[src/rtl/tx.sv]
// USB-PD protocol-layer transmitter: sends the buffered header with the current MessageID, waits for GoodCRC, retries, raises alerts.
// Latency: transmit_write to phy_tx_req 2 cycles; GoodCRC to tx_success 1 cycle; alert pulses last 1 cycle.
// Backpressure: phy_tx_req held until phy_tx_done; transmit_write ignored while busy; rx_busy at check time discards the request.
//
// Ports:
//   clk, hard_reset            - clock and synchronous active-high reset
//   TRANSMIT, transmit_write   - TRANSMIT register value ([2:0] SOP type, [5:4] retries) and its write strobe
//   TX_BUF_HEADER_BYTE_0/1     - header bytes [7:0] / [15:8]
//   rx_busy                    - receiver holds an unread message or is mid-reception
//   phy_tx_done                - PHY finished the frame
//   phy_rx_goodcrc(_msgid)     - GoodCRC pulse and the MessageID it carries
//   phy_tx_req/_sop/_header    - frame request to the PHY (header bits [11:9] carry msg_id)
//   tx_success/failed/discarded- one-cycle alert pulses
//   tx_busy, msg_id            - not-idle flag and current MessageID counter
//
// Optional feature macro: TX_MSGID_CHECK_EN (GoodCRC accepted only when its MessageID matches msg_id).

module tx #(
    parameter int CRC_TIMEOUT = 16,
    parameter int TIMER_W     = 8
) (
    input  logic        clk,
    input  logic        hard_reset,
    input  logic [7:0]  TRANSMIT,
    input  logic        transmit_write,
    input  logic [7:0]  TX_BUF_HEADER_BYTE_0,
    input  logic [7:0]  TX_BUF_HEADER_BYTE_1,
    input  logic        rx_busy,
    input  logic        phy_tx_done,
    input  logic        phy_rx_goodcrc,
    input  logic [2:0]  phy_rx_goodcrc_msgid,
    output logic        phy_tx_req,
    output logic [2:0]  phy_tx_sop,
    output logic [15:0] phy_tx_header,
    output logic        tx_success,
    output logic        tx_failed,
    output logic        tx_discarded,
    output logic        tx_busy,
    output logic [2:0]  msg_id
);

    localparam logic [TIMER_W-1:0] TIMER_LAST      = TIMER_W'(CRC_TIMEOUT - 1);
    localparam logic [2:0]         SOP_HARD_RESET  = 3'b101;
    localparam logic [2:0]         SOP_CABLE_RESET = 3'b110;

    typedef enum logic [2:0] {
        S_IDLE,
        S_CHECK,
        S_SEND,
        S_WAIT_CRC,
        S_RETRY,
        S_SUCCESS,
        S_FAILED,
        S_DISCARD
    } state_t;

    state_t               state_q;
    state_t               state_d;
    logic [2:0]           sop_q;
    logic [1:0]           retry_max_q;
    logic [1:0]           retries_done_q;
    logic [15:0]          hdr_q;
    logic [TIMER_W-1:0]   timer_q;
    logic                 sop_reserved;
    logic                 sop_is_reset;
    logic                 goodcrc_ok;
    logic                 unused_bits;

    assign sop_reserved = (sop_q == 3'b011) || (sop_q == 3'b100) || (sop_q == 3'b111);
    // Hard/Cable Reset signalling is never acknowledged by GoodCRC.
    assign sop_is_reset = (sop_q == SOP_HARD_RESET) || (sop_q == SOP_CABLE_RESET);

`ifdef TX_MSGID_CHECK_EN
    assign goodcrc_ok  = phy_rx_goodcrc && (phy_rx_goodcrc_msgid == msg_id);
    assign unused_bits = ^{TRANSMIT[7:6], TRANSMIT[3], hdr_q[11:9]};
`else
    assign goodcrc_ok  = phy_rx_goodcrc;
    assign unused_bits = ^{TRANSMIT[7:6], TRANSMIT[3], hdr_q[11:9], phy_rx_goodcrc_msgid};
`endif

    always_ff @(posedge clk) begin
        if (hard_reset) begin
            state_q <= S_IDLE;
        end else begin
            state_q <= state_d;
        end
    end

    always_comb begin
        state_d       = state_q;
        phy_tx_req    = 1'b0;
        phy_tx_sop    = 3'b000;
        phy_tx_header = 16'h0000;
        tx_success    = 1'b0;
        tx_failed     = 1'b0;
        tx_discarded  = 1'b0;
        tx_busy       = (state_q != S_IDLE);
        case (state_q)
            S_IDLE: begin
                if (transmit_write) state_d = S_CHECK;
            end
            S_CHECK: begin
                if (rx_busy)           state_d = S_DISCARD;
                else if (sop_reserved) state_d = S_FAILED;
                else                   state_d = S_SEND;
            end
            S_SEND: begin
                phy_tx_req    = 1'b1;
                phy_tx_sop    = sop_q;
                phy_tx_header = {hdr_q[15:12], msg_id, hdr_q[8:0]};
                if (phy_tx_done) state_d = sop_is_reset ? S_SUCCESS : S_WAIT_CRC;
            end
            S_WAIT_CRC: begin
                // GoodCRC takes priority over a coincident timeout.
                if (goodcrc_ok)                state_d = S_SUCCESS;
                else if (timer_q == TIMER_LAST) state_d = S_RETRY;
            end
            S_RETRY: begin
                state_d = (retries_done_q < retry_max_q) ? S_SEND : S_FAILED;
            end
            S_SUCCESS: begin
                tx_success = 1'b1;
                state_d    = S_IDLE;
            end
            S_FAILED: begin
                tx_failed = 1'b1;
                state_d   = S_IDLE;
            end
            S_DISCARD: begin
                tx_discarded = 1'b1;
                state_d      = S_IDLE;
            end
            default: state_d = S_IDLE;
        endcase
    end

    always_ff @(posedge clk) begin
        if (hard_reset) begin
            sop_q          <= 3'b000;
            retry_max_q    <= 2'b00;
            retries_done_q <= 2'b00;
            hdr_q          <= 16'h0000;
            timer_q        <= '0;
            msg_id         <= 3'b000;
        end else begin
            if ((state_q == S_IDLE) && transmit_write) begin
                sop_q          <= TRANSMIT[2:0];
                retry_max_q    <= TRANSMIT[5:4];
                retries_done_q <= 2'b00;
                hdr_q          <= {TX_BUF_HEADER_BYTE_1, TX_BUF_HEADER_BYTE_0};
            end
            if ((state_q == S_SEND) && phy_tx_done) begin
                timer_q <= '0;
            end
            if (state_q == S_WAIT_CRC) begin
                timer_q <= timer_q + TIMER_W'(1);
            end
            if ((state_q == S_RETRY) && (retries_done_q < retry_max_q)) begin
                retries_done_q <= retries_done_q + 2'd1;
            end
            // MessageID advances only once the message is confirmed delivered.
            if (state_q == S_SUCCESS) begin
                case (sop_q)
                    3'b000, 3'b001, 3'b010: msg_id <= msg_id + 3'd1;
                    SOP_HARD_RESET:         msg_id <= 3'd0;
                    default:                ;
                endcase
            end
        end
    end

endmodule

[config.mk]
export PLATFORM = sky130hd
export DESIGN_NAME = tx
export DESIGN_NICKNAME = d
export VERILOG_FILES = /design/src/rtl/tx.sv
export SDC_FILE = /design/constraint.sdc
export NUM_CORES = 1
export LEC_CHECK = 0
export BUFFER_PORTS_ARGS = -buffer_cell sky130_fd_sc_hd__buf_2
export CAP_MARGIN = 10
export CORE_MARGIN = 8
export CORE_UTILIZATION = 53
export CTS_CLUSTER_DIAMETER = 100
export DETAILED_ROUTE_END_ITERATION = 12
export GPL_TIMING_DRIVEN = 0
export PLACE_DENSITY = 0.84
export RECOVER_POWER = 25
export REMOVE_ABC_BUFFERS = 1
export SLEW_MARGIN = 20
export SYNTH_ARGS = -nofsm -noshare
export SYNTH_HDL_FRONTEND = slang
export SYNTH_SLANG_ARGS = --single-unit
export TNS_END_PERCENT = 10
[constraint.sdc]
create_clock -name clk -period 4.4 [get_ports clk]
set_input_delay 0.66 -clock clk [delete_from_list [all_inputs] [get_ports clk]]
set_output_delay 0.66 -clock clk [all_outputs]
set_load 0.01 [all_outputs]
== Word level (Yosys, flattened, before mapping) ==
Cells that the tools add are included.

* Register bits after elaboration: 37
* Output and inout port bits: 27
* Word-level logic and storage cells: 65

* $add $sub $neg: 3
* $lt $le $gt $ge: 1
* Eq/ne operators: 18
* Multiplexer cells: 20
* Reductions and logical operators: 16

{| class="wikitable"
|+ Operators by type and width
! operator !! count
|-
| $mux 3 || 9
|-
| $eq 3x3->1 const B || 8
|-
| $pmux 3 s6 || 1
|-
| $mux 16 || 1
|-
| $mux 8 || 2
|-
| $eq 3x2->1 const B || 4
|-
| $add 8x1->8 const B || 1
|-
| $eq 8x4->1 const B || 1
|-
| $eq 3x1->1 const B || 2
|-
| $logic_not 3->1 || 2
|-
| $pmux 3 s2 || 1
|-
| $reduce_bool 2->1 || 3
|-
| $reduce_or 3->1 || 2
|-
| $mux 1 || 4
|-
| $mux 2 || 2
|-
| $ne 2x2->1 const B || 2
|-
| $add 3x1->3 const B || 1
|-
| $logic_and 1x1->1 || 3
|-
| $logic_or 1x1->1 || 3
|-
| $ne 3x3->1 const B || 1
|-
| $reduce_and 3->1 || 1
|-
| $reduce_bool 3->1 || 1
|-
| $add 2x1->2 const B || 1
|-
| $lt 2x2->1 || 1
|-
| $reduce_and 2->1 || 1
|}

== Logic depth before layout (Yosys ltp) ==
* Word-level depth: 6
* Gate-level depth with buffers: 6
* Mapped depth without buffers: 5

== Least setup slack after synthesis ==
No wires, ideal clock.

* Path type: register -> output
* From: register state_q[1]
* To: output port phy_tx_header[0]
* Arrival: 1.360 ns
* Path slack: 2.380 ns
* Cell stages (with the launch flop): 5
* Path buffers: 2
* Path through: dfxtp_1 -> buf_6 -> nor3b_1 -> clkbuf_1 -> and2_1

* Longest elaborated chain between the ends: 2

{| class="wikitable"
|+ Ends and longest elaborated chain
! element !! line !! RTL
|-
| start, declared || 57 || <nowiki>state_t state_q;</nowiki>
|-
| start signal, assigned || 85 || <nowiki>state_q <= state_d;</nowiki>
|-
| $eq 3x2->1 || 98 || <nowiki>case (state_q)</nowiki>
|-
| $mux 16 || 98 ||
|-
| end, declared || 34 || <nowiki>output logic [15:0] phy_tx_header,</nowiki>
|}

No other way between the ends.

== Worst setup path after layout ==
* From: register state_q[1]
* To: output port phy_tx_header[8]

The elaborated chain is that of the path after synthesis.

==> metrics.md <==
| Metric | Value |
|---|---|
| Status | completed |
| R2r startpoint | state_q[1] |
| Clock Path Buffers | 2 |
| Hold buffers post-CTS | 0 |
| Layout cells sized above 1 | 22.5% |
| Antenna violations before repair | 0 |
| Die Wd | 73.3 um |
| YS warnings | 0 |
| Final nets | 297 |
| Synth unique cells | 44 |
| Final period util | 63.3% |
| Total power | 673 uW |
| Setup Fix Bufs, Post-CTS | 0 |
| Setup violators final | 0 |
| Die footprint | 0.00537 sq mm |
| ANT cells | 0 |
| PD cells | 332 mW/mm^2 |
| Setup crit end | phy_tx_header[8] |
| CTS buffer count | 5 |
| Worst setup SP type | register |
| CTS Sinks | 34 |
| Post-synth ARST share | 0% |
| WL final | 3.90 mm |
| Start point of the critical path | state_q[1] |
| DP HPWL | 2.74 mm |
| Worst EP arrival | 2120 ps |
| FF-to-FF path depth | 5 |
| Skew-Pair Late Insertion Delay | 330 ps |
| Top-count cell post-synth | nand2_1 |
| Cell Area, Synth | 0.00174 sq mm |
| First DRT Iteration DRCs | 110 |
| Sum Neg Setup Slack | 0 ps |
| Worst hold path type | reg2reg |
| All-layer global routing usage | 14.7% |
| Clk slew on worst S/H paths | 110 ps |
| Crit. End Element | primary output |
| Share of the synthesized area in the top cell type | 39.1% |
| Final hold viol count | 0 |
| Seq/Total Area, Yosys | 39.1% |
| Mean Syn Cell Area | 7.94 sq um |
| WL/cell | 12.7 um |
| Total core area | 0.00323 sq mm |
| Cells along the critical path | nor3b_1, buf_4, and2_1, buf_2 |
| Largest net degree at the start of global routing | 37 |
| Crit Path Category | reg2out |
| Vias per std cell | 5.24 |
| DRT Pass-1 Iters | 4 |
| TritonCTS clock tree | yes |
| Clock Skews | 10.7 ps |
| Io pins | 60 |
| Layout fillers | 312 |
| Commonest cells post-synth | nand2_1 (40), dfxtp_1 (34), a21oi_1 (29), and2_1 (21), nor2_1 (13) |
| Reg2Reg Setup Slack | 2410 ps |
| Post-Syn Instances | 219 |
| PortBufs | 50 |
| Antenna viol nets, final | 0 |
| Static Leak | 0.874 nW |
| Least-Margin Pin Slew | 670 ps |
| Flop and latch count out of synthesis | 34 |
| Global-route wire length before repair | 6.27 mm |
| Reg-to-reg endpoint | timer_q[1] |
| Initial Utilization | 53.8% |
| Ys flop type | dfxtp_1 |
| Remaining DRCs | 0 |
| Slew Viols, Final | 0 |
| Dominant cell type by area after synthesis | dfxtp_1 |
| Critical-path top delay cell | dfxtp_1 |
| Area contributors post-synth | dfxtp_1 (39%), nand2_1 (8.6%), a21oi_1 (8.3%) |
| Vias | 1,615 |
| Maximum VDD drop | 0.220 mV |
| Post-CTS resize count | 0 |
| Period minus WS final | 2780 ps |
| Overflow after GRT | 0 |
| H-tree depth | 2 |
| Vias in the first global route | 1,490 |
| Fmax | 359 MHz |
| Die H | 73.3 um |
| Max stage delay on crit path | 630 ps |
| Clock Tree Root | clkbuf_4 |
| Row count | 21 |
| Unrepaired setup endpoints after global routing | no |
| Worst slew margin | 55.3% |
| Number of max-cap violations | 0 |
| WP data required | 3740 ps |
| Crit path max fanout | 17 |
| End-of-flow core utilization | 62.6% |
| RD Place Congestion | 0.777 |
| EDFF count, synth | 0 |
| Syn-to-layout area delta | 16.4% |
[power by group]
group	total [mW]	leakage [nW]	switching (mW)	internal (mW)
sequential	0.357	0.277	0.0272	0.330
combinational	0.133	0.563	0.0792	0.0540
clock	0.183	0.0343	0.106	0.0769
total	0.673	0.874	0.212	0.461
[area by class of cell]
cell class	count	area, sq um	share of cell area, %
Sequential cell	34	681	33.6
Timing Repair Buffer	51	254	12.5
Multi-Input combinational cell	166	957	47.3
Tap cell	46	57.6	2.84
Clock buffer	6	51.3	2.53
Inverter	3	11.3	0.556
Clock inverter	2	12.5	0.618
[per-stage QoR]
stage          instance area, sq um  hold slack, ps  cells  setup slack, ps
6_report                       2020             454    308             1620
4_1_cts                        2050             458    308             1790
3_5_place_dp                   1980             442    300             2170
5_1_grt                        2020             479    308             1390
2_1_floorplan                  1660             425    203             1840
3_3_place_gp                   1970             437    299             1150
[layer usage]
layer  vias to the layer above  track usage, %  part of all wire (%)
met5                         -               0                     0
met4                         0            5.33                  0.95
met3                         5            7.91                    12
met2                        60            23.9                    43
met1                       712            15.6                    45
li1                        838               -                     -
[worst min path at each step]
stage,cells past startpoint,end,from,slack [ps]
final,2,hdr_q[15],hdr_q[15],450
after global routing,2,hdr_q[2],hdr_q[2],480
after CTS,2,hdr_q[13],hdr_q[13],460
after detailed placement,2,hdr_q[13],hdr_q[13],440
after global placement,2,hdr_q[8],hdr_q[8],440
after floorplan,2,retry_max_q[0],retry_max_q[0],430
[worst max-delay path: cells and delay by family (launching register included)]
family	cells	cell delay (ps)
buffers and inverters	2	440
DFF	1	630
and+or+nand+nor	2	730
[logic make-up (layout without fill, tap and decap cells)]
family                     count (synthesis)  after routing  synth area share (%)
and+or+nand+nor                          110            110                  33.9
DFF                                       34             34                  39.1
muxes                                      3              3                  1.80
buffers and inverters                     19             62                  5.11
xor gates and xnor gates                   3              3                  1.51
adders and majority gates                  3              3                  2.16
AOI/OAI and AO/OA                         47             47                  16.4
[sequential cells by signal (all words and copies together), names as in the netlist]
name	flops
retry_max_q	2
state_q	3
timer_q	8
retries_done_q	2
hdr_q	13
sop_q	3
msg_id	3
[placed cells by master (no fill, tap or decap), types with 4 or more instances in the layout]
master / instances
nand2b_1: 4
nand3_1: 6
and2_1: 21
buf_2: 47
nor2_1: 13
o21ai_0: 5
nand2_1: 40
and3b_1: 4
a211oi_1: 4
clkbuf_4: 5
dfxtp_1: 34
a21oi_1: 29
(Power assumes the default switching activity.)
